**src/rtl/uart_pkg.sv**
```systemverilog
// -----------------------------------------------------------------------------
// uart_pkg
// Shared definitions for the UART receive path.
//   - rx_state_e     : receiver FSM states
//   - OversampleRate : baudx16 ticks per bit period
//   - MidSampleTick  : tick index that lands in the middle of the start bit
//   - LastSampleTick : tick index at which data and stop bits are sampled
//   - DataBits       : data bits per frame (only 8 is supported)
// -----------------------------------------------------------------------------
package uart_pkg;

    localparam int OversampleRate = 16;

    // Typed to the 4-bit tick counter so the compares need no resizing.
    localparam logic [3:0] MidSampleTick  = 4'd7;
    localparam logic [3:0] LastSampleTick = 4'd15;

    localparam int DataBits = 8;

    typedef enum logic [1:0] {
        RX_IDLE  = 2'd0,
        RX_START = 2'd1,
        RX_DATA  = 2'd2,
        RX_STOP  = 2'd3
    } rx_state_e;

endpackage

```
**src/rtl/uart_rx_sync_ff.sv**
```systemverilog
// -----------------------------------------------------------------------------
// sync_ff
// Multi-flop synchronizer bringing an asynchronous level into clk_i.
// All flops reset to ResetVal (1 for an idle-high serial line).
// Ports:
//   clk_i  in   system clock
//   rst_i  in   synchronous, active-high reset
//   d_i    in   asynchronous input
//   q_o    out  synchronized output (last flop of the chain)
// -----------------------------------------------------------------------------
module sync_ff #(
    parameter int   Stages   = 2,
    parameter logic ResetVal = 1'b1
) (
    input  logic clk_i,
    input  logic rst_i,
    input  logic d_i,
    output logic q_o
);

    logic [Stages-1:0] r_sync;

    always_ff @(posedge clk_i) begin
        if (rst_i) begin
            r_sync <= {Stages{ResetVal}};
        end else begin
            r_sync <= {r_sync[Stages-2:0], d_i};
        end
    end

    assign q_o = r_sync[Stages-1];

endmodule

```
**src/rtl/uart_rx.sv**
```systemverilog
// -----------------------------------------------------------------------------
// uart_rx
// 8N1 UART receiver with 16x oversampling and a one-entry holding register
// using a valid/ready handshake.
// Ports:
//   clk_i           in   system clock, rising edge
//   rst_i           in   synchronous, active-high reset
//   baudx16_tick_i  in   one-cycle enable at 16x the baud rate
//   rx_i            in   asynchronous serial line, idles high
//   rx_data_o       out  received byte (LSB first on the line)
//   rx_valid_o      out  rx_data_o holds an unconsumed byte
//   rx_ready_i      in   consumer accepts the byte when rx_valid_o is high
//   frame_err_o     out  one-cycle pulse when the stop bit samples low
//   overrun_o       out  one-cycle pulse when a good byte is dropped because
//                        the holding register is still full
// -----------------------------------------------------------------------------
module uart_rx
    import uart_pkg::*;
#(
    parameter int DataBits   = uart_pkg::DataBits,
    parameter int SyncStages = 2
) (
    input  logic                clk_i,
    input  logic                rst_i,
    input  logic                baudx16_tick_i,
    input  logic                rx_i,
    output logic [DataBits-1:0] rx_data_o,
    output logic                rx_valid_o,
    input  logic                rx_ready_i,
    output logic                frame_err_o,
    output logic                overrun_o
);

    localparam logic [2:0] LastBit = 3'(DataBits - 1);

    // -------------------------------------------------------------------------
    // Input synchronizer
    // -------------------------------------------------------------------------
    logic w_rx_s;

    sync_ff #(
        .Stages   (SyncStages),
        .ResetVal (1'b1)
    ) u_sync (
        .clk_i (clk_i),
        .rst_i (rst_i),
        .d_i   (rx_i),
        .q_o   (w_rx_s)
    );

    // -------------------------------------------------------------------------
    // Receiver state
    // -------------------------------------------------------------------------
    rx_state_e           r_state;
    rx_state_e           w_state_next;
    logic [3:0]          r_tcnt;
    logic [3:0]          w_tcnt_next;
    logic [2:0]          r_bcnt;
    logic [2:0]          w_bcnt_next;
    logic [DataBits-1:0] r_shift;
    logic [DataBits-1:0] w_shift_next;

    // Stop-bit outcome strobes, valid only on the stop sampling tick.
    logic w_stop_good;
    logic w_stop_bad;

    // Holding register and status outputs
    logic [DataBits-1:0] r_data;
    logic [DataBits-1:0] w_data_next;
    logic                r_valid;
    logic                w_valid_next;
    logic                r_ferr;
    logic                r_ovr;
    logic                w_ovr_next;
    logic                w_xfer;

    always_ff @(posedge clk_i) begin
        if (rst_i) begin
            r_state <= RX_IDLE;
            r_tcnt  <= 4'd0;
            r_bcnt  <= 3'd0;
            r_shift <= '0;
        end else begin
            r_state <= w_state_next;
            r_tcnt  <= w_tcnt_next;
            r_bcnt  <= w_bcnt_next;
            r_shift <= w_shift_next;
        end
    end

    // -------------------------------------------------------------------------
    // Next-state logic. Nothing moves without a tick, so a missing tick
    // stalls every counter indefinitely.
    // -------------------------------------------------------------------------
    always_comb begin
        w_state_next = r_state;
        w_tcnt_next  = r_tcnt;
        w_bcnt_next  = r_bcnt;
        w_shift_next = r_shift;
        w_stop_good  = 1'b0;
        w_stop_bad   = 1'b0;

        if (baudx16_tick_i) begin
            case (r_state)
                RX_IDLE: begin
                    if (!w_rx_s) begin
                        w_state_next = RX_START;
                        w_tcnt_next  = 4'd0;
                    end
                end

                RX_START: begin
                    if (r_tcnt == MidSampleTick) begin
                        w_tcnt_next = 4'd0;
                        if (!w_rx_s) begin
                            w_state_next = RX_DATA;
                            w_bcnt_next  = 3'd0;
                        end else begin
                            // Line went back high before mid start bit:
                            // a glitch, not a frame. Silently give up.
                            w_state_next = RX_IDLE;
                        end
                    end else begin
                        w_tcnt_next = r_tcnt + 4'd1;
                    end
                end

                RX_DATA: begin
                    // Wraps 15 -> 0, which also starts the next bit period.
                    w_tcnt_next = r_tcnt + 4'd1;
                    if (r_tcnt == LastSampleTick) begin
                        // LSB arrives first, so shift in from the top.
                        w_shift_next = {w_rx_s, r_shift[DataBits-1:1]};
                        w_bcnt_next  = r_bcnt + 3'd1;
                        if (r_bcnt == LastBit) begin
                            w_state_next = RX_STOP;
                            w_tcnt_next  = 4'd0;
                        end
                    end
                end

                RX_STOP: begin
                    w_tcnt_next = r_tcnt + 4'd1;
                    if (r_tcnt == LastSampleTick) begin
                        w_state_next = RX_IDLE;
                        w_tcnt_next  = 4'd0;
                        if (w_rx_s) begin
                            w_stop_good = 1'b1;
                        end else begin
                            w_stop_bad = 1'b1;
                        end
                    end
                end

                default: begin
                    w_state_next = RX_IDLE;
                    w_tcnt_next  = 4'd0;
                end
            endcase
        end
    end

    // -------------------------------------------------------------------------
    // Holding register. A delivery is accepted when the register is empty or
    // is being drained in the same cycle; otherwise the old byte wins and the
    // new one is reported as an overrun.
    // -------------------------------------------------------------------------
    assign w_xfer = r_valid & rx_ready_i;

    always_comb begin
        w_data_next  = r_data;
        w_valid_next = r_valid;
        w_ovr_next   = 1'b0;

        if (w_stop_good) begin
            if (!r_valid || rx_ready_i) begin
                w_data_next  = r_shift;
                w_valid_next = 1'b1;
            end else begin
                w_ovr_next = 1'b1;
            end
        end else if (w_xfer) begin
            w_valid_next = 1'b0;
        end
    end

    always_ff @(posedge clk_i) begin
        if (rst_i) begin
            r_data  <= '0;
            r_valid <= 1'b0;
            r_ferr  <= 1'b0;
            r_ovr   <= 1'b0;
        end else begin
            r_data  <= w_data_next;
            r_valid <= w_valid_next;
            r_ferr  <= w_stop_bad;
            r_ovr   <= w_ovr_next;
        end
    end

    assign rx_data_o   = r_data;
    assign rx_valid_o  = r_valid;
    assign frame_err_o = r_ferr;
    assign overrun_o   = r_ovr;

endmodule
```
**config.mk**
```make
export PLATFORM = sky130hd
export DESIGN_NAME = uart_rx
export DESIGN_NICKNAME = d
export VERILOG_FILES = /design/src/rtl/uart_pkg.sv /design/src/rtl/uart_rx_sync_ff.sv /design/src/rtl/uart_rx.sv
export SDC_FILE = /design/constraint.sdc
export NUM_CORES = 1
export LEC_CHECK = 0
export ABC_AREA = 1
export BUFFER_PORTS_ARGS = -buffer_cell sky130_fd_sc_hd__buf_2
export CAP_MARGIN = 40
export CORE_ASPECT_RATIO = 0.8
export CORE_MARGIN = 8
export CORE_UTILIZATION = 42
export CTS_CLUSTER_SIZE = 16
export DETAILED_ROUTE_END_ITERATION = 12
export HOLD_SLACK_MARGIN = 0.15
export MAX_ROUTING_LAYER = met4
export PLACE_DENSITY = 0.72
export SLEW_MARGIN = 0
export SYNTH_ARGS = -nofsm -noshare
export SYNTH_HDL_FRONTEND = slang
export SYNTH_SLANG_ARGS = --single-unit
```
**constraint.sdc**
```tcl
create_clock -name clk_i -period 1.45 [get_ports clk_i]
set_clock_uncertainty 0.15 [all_clocks]
set_input_delay 0 -clock clk_i [delete_from_list [all_inputs] [get_ports clk_i]]
set_output_delay 0 -clock clk_i [all_outputs]
set_load 0.01 [all_outputs]
```
==> flow_metrics.tcl <==
set metrics [dict create \
    status "finished, violations left" \
    violations "negative hold slack, negative setup slack" \
    period_minus_slack_ps 1580 \
    gp_congestion 0.803 \
    synth_edf_count 0 \
    die_area_mm2 0.00507 \
    crit_path_start_kind "flip-flop" \
    clk_latency_ps 280 \
    syn_nets 174 \
    synthCells 166 \
    max_freq_ghz 0.635 \
    yosys_warnings 0 \
    dr.pass1.iters 4 \
    synth-seq-cells 30 \
    holdWs_ps -46.2 \
    holdBufCountCts 4 \
    numPortBuffers 15 \
    crit_arrival_ps 1640 \
    seqCellArea_um2 607 \
    worstSetupEndpointType "flip-flop" \
    postRouteAntennaNets 0 \
    topRoutingLayerUsed "met4" \
    ir_drop_uv 628 \
    powerDensity_mw_per_mm2 904 \
    synth_most_common_cell "dfxtp_1" \
    synth_top_area_cell "dfxtp_1" \
    leakagePower_nw 0.778 \
    final-setup-viol-count 21 \
    period_share_pct 109 \
    die_y_um 65.3 \
    p_switching_uw 343 \
    syn_area_mm2 0.00128 \
    clk_path_buf_depth 2 \
    met2WireLength_mm 1.26 \
    ys_seq_area_share_pct 47.0 \
    clock-sinks 30 \
    pin_count 16 \
    synth.distinct_cells 27 \
    cts_buffers 5 \
    htreeDepth 2 \
    yosys-top-cells-area "dfxtp_1 (47%), nand2_1 (8.5%), a21oi_1 (7.1%)" \
    maxCapViolCount 0 \
    setup_tns_ps -1200 \
    grt_overflow 0 \
    clkPwrFrac_pct 42.3 \
    async_reset_ff_share_pct 0 \
    rr_startpoint "r_tcnt[1]" \
    drt_iter0_drc 48 \
    antenna_found_initial 0 \
    wl_met1_mm 1.39 \
    start_util_pct 42.6 \
    drive_above_1_share_pct 37.6 \
    tightestPinTransition_ps 398 \
    critPathRequiredTime_ps 1510 \
    avgViaCountPerCell 4.73 \
    rsz0062_at_grt "yes" \
    syn_to_final_growth_pct 37.3 \
    grt_pass1_vias 1084 \
    hold_path.class "in -> reg" \
    vias 1159 \
    maxSlewViolCount 0 \
    wirelength_mm 2.85 \
    slew_headroom_pct 73.4 \
    grt_usage_pct 12.5 \
    die_w_um 77.7 \
    finalHoldViolations 14 \
    multi_input_area_um2 681 \
    clockRootBuffer "clkbuf_8" \
    drc 0 \
    finish.net_count 212 \
    n_antenna_cell 0 \
    core_area_mm2 0.00300 \
    synth_ff_type "dfxtp_1" \
    layout_setup_ws_ps -125 \
    avgSynthCellArea_um2 7.70 \
    grt_start_max_net_pins 20 \
    p_sw_share_pct 21.7 \
    fillers 280 \
    synthTopCellsByCount "dfxtp_1 (30), nand2_1 (29), nor2_1 (19), a21oi_1 (18), nand3_1 (17)" \
    startpoint "r_tcnt[1]" \
    num_rows 18 \
    grt_first_pass_wirelength_mm 4.84 \
    avgRoutedWirePerCell_um 11.6 \
    met3WireLength_um 137 \
    path_clk_slew_ps 60 \
    min_from "rst_i" \
    cts_tree "done" \
    cp_max_fo 5 \
    dp_hpwl_mm 1.98 \
    share_comb_of_total_power_pct 5.1 \
    yosysTopAreaCellShare_pct 47.0 \
    critPathKind "reg -> reg" \
    p_int_mw 1.24 \
    sequentialPowerShare_pct 52.6 \
    dp_slack_ps -127 \
]
state kept, by name (all words and copies together), names as in the netlist, named ones only:
register	cells
rx_data_o	8
frame_err_o	1
r_bcnt	3
rx_valid_o	1
r_shift	8
r_state	1
r_tcnt	4
overrun_o	1
u_sync.r_sync	2
per-layer routing:
| layer | global-route usage (%) | vias up |
|---|---|---|
| met3 | 4.77 | 4 |
| met2 | 17.7 | 20 |
| li1 | - | 621 |
| met1 | 14.4 | 514 |
| met4 | 8.45 | 0 |
| met5 | - | - |
cell type report:
type | instances | area share [%]
clock buffers | 7 | 4.92
clock inverters | 1 | 0.285
inverters | 18 | 3.99
multi-input cells | 114 | 38.8
flip-flops and latches | 30 | 34.6
well taps | 40 | 2.85
repair buffers | 35 | 14.6
cell families after synthesis:
logic type | synth area share, %
simple gates | 29.3
compound gates | 12.6
flops | 47.0
buf+inv | 7.44
fa+ha+maj | 2.94
xor+xnor | 0.686
critical path, stage by stage (launching register included):
cell	delay, ps
dfxtp_2	360
ha_4	160
nand3_4	70
buf_6	130
nor3_4	200
buf_6	140
buf_6	100
o21ai_0	80
nor2_1	130
power groups by stage:
stage / logic, mW / registers (mW) / clock network (mW)
3_3_place_gp: 0.0624 / 0.851 / 0
4_1_cts: 0.0780 / 0.834 / 0.690
2_1_floorplan: 0.0397 / 0.851 / 0
3_5_place_dp: 0.0633 / 0.851 / 0
6_report: 0.0801 / 0.835 / 0.671
5_1_grt: 0.0895 / 0.835 / 0.733
per-stage QoR:
step                util (%)  instance area (µm²)  total power, mW  cells
floorplan                  -                 1300            0.891    166
global placement        50.4                 1510            0.914    231
detailed placement      50.4                 1510            0.915    231
CTS                     56.6                 1700             1.60    244
global route            58.6                 1750             1.66    245
finish                  58.6                 1750             1.59    245
cell usage in the layout, fill, tap and decap left out, drive strengths merged:
| master | n |
|---|---|
| nor4 | 1 |
| clkbuf | 7 |
| o211ai | 1 |
| nand4 | 1 |
| inv | 18 |
| nand3 | 18 |
| xor2 | 1 |
| dfxtp | 30 |
| o21ai | 11 |
| a21oi | 19 |
| clkinv | 1 |
| nand2 | 32 |
| ha | 3 |
| nor2 | 22 |
| dlygate4sd3 | 3 |
| buf | 32 |
| nor3 | 2 |
| or2 | 3 |
final timing paths:
| kind | endpoint | slack (ps) | depth (start not counted) |
|---|---|---|---|
| worst max-delay path | r_shift[2] | -130 | 8 |
| worst min-delay path | r_bcnt[1] | -50 | 2 |
| worst max register to register | r_shift[2] | -130 | 8 |
| worst min register to register | rx_data_o[5] | 300 | 2 |
repair_timing:
| item | CTS | global route |
|---|---|---|
| setup endpoints to repair | 24 | 28 |
| gates cloned | 1 | 0 |
| resized for setup | 14 | 23 |
| pin swaps | 12 | 10 |
| endpoints found under the hold margin | 21 | 17 |
| buffers inserted | 0 | 2 |
Power figures use the tool's default switching activity.
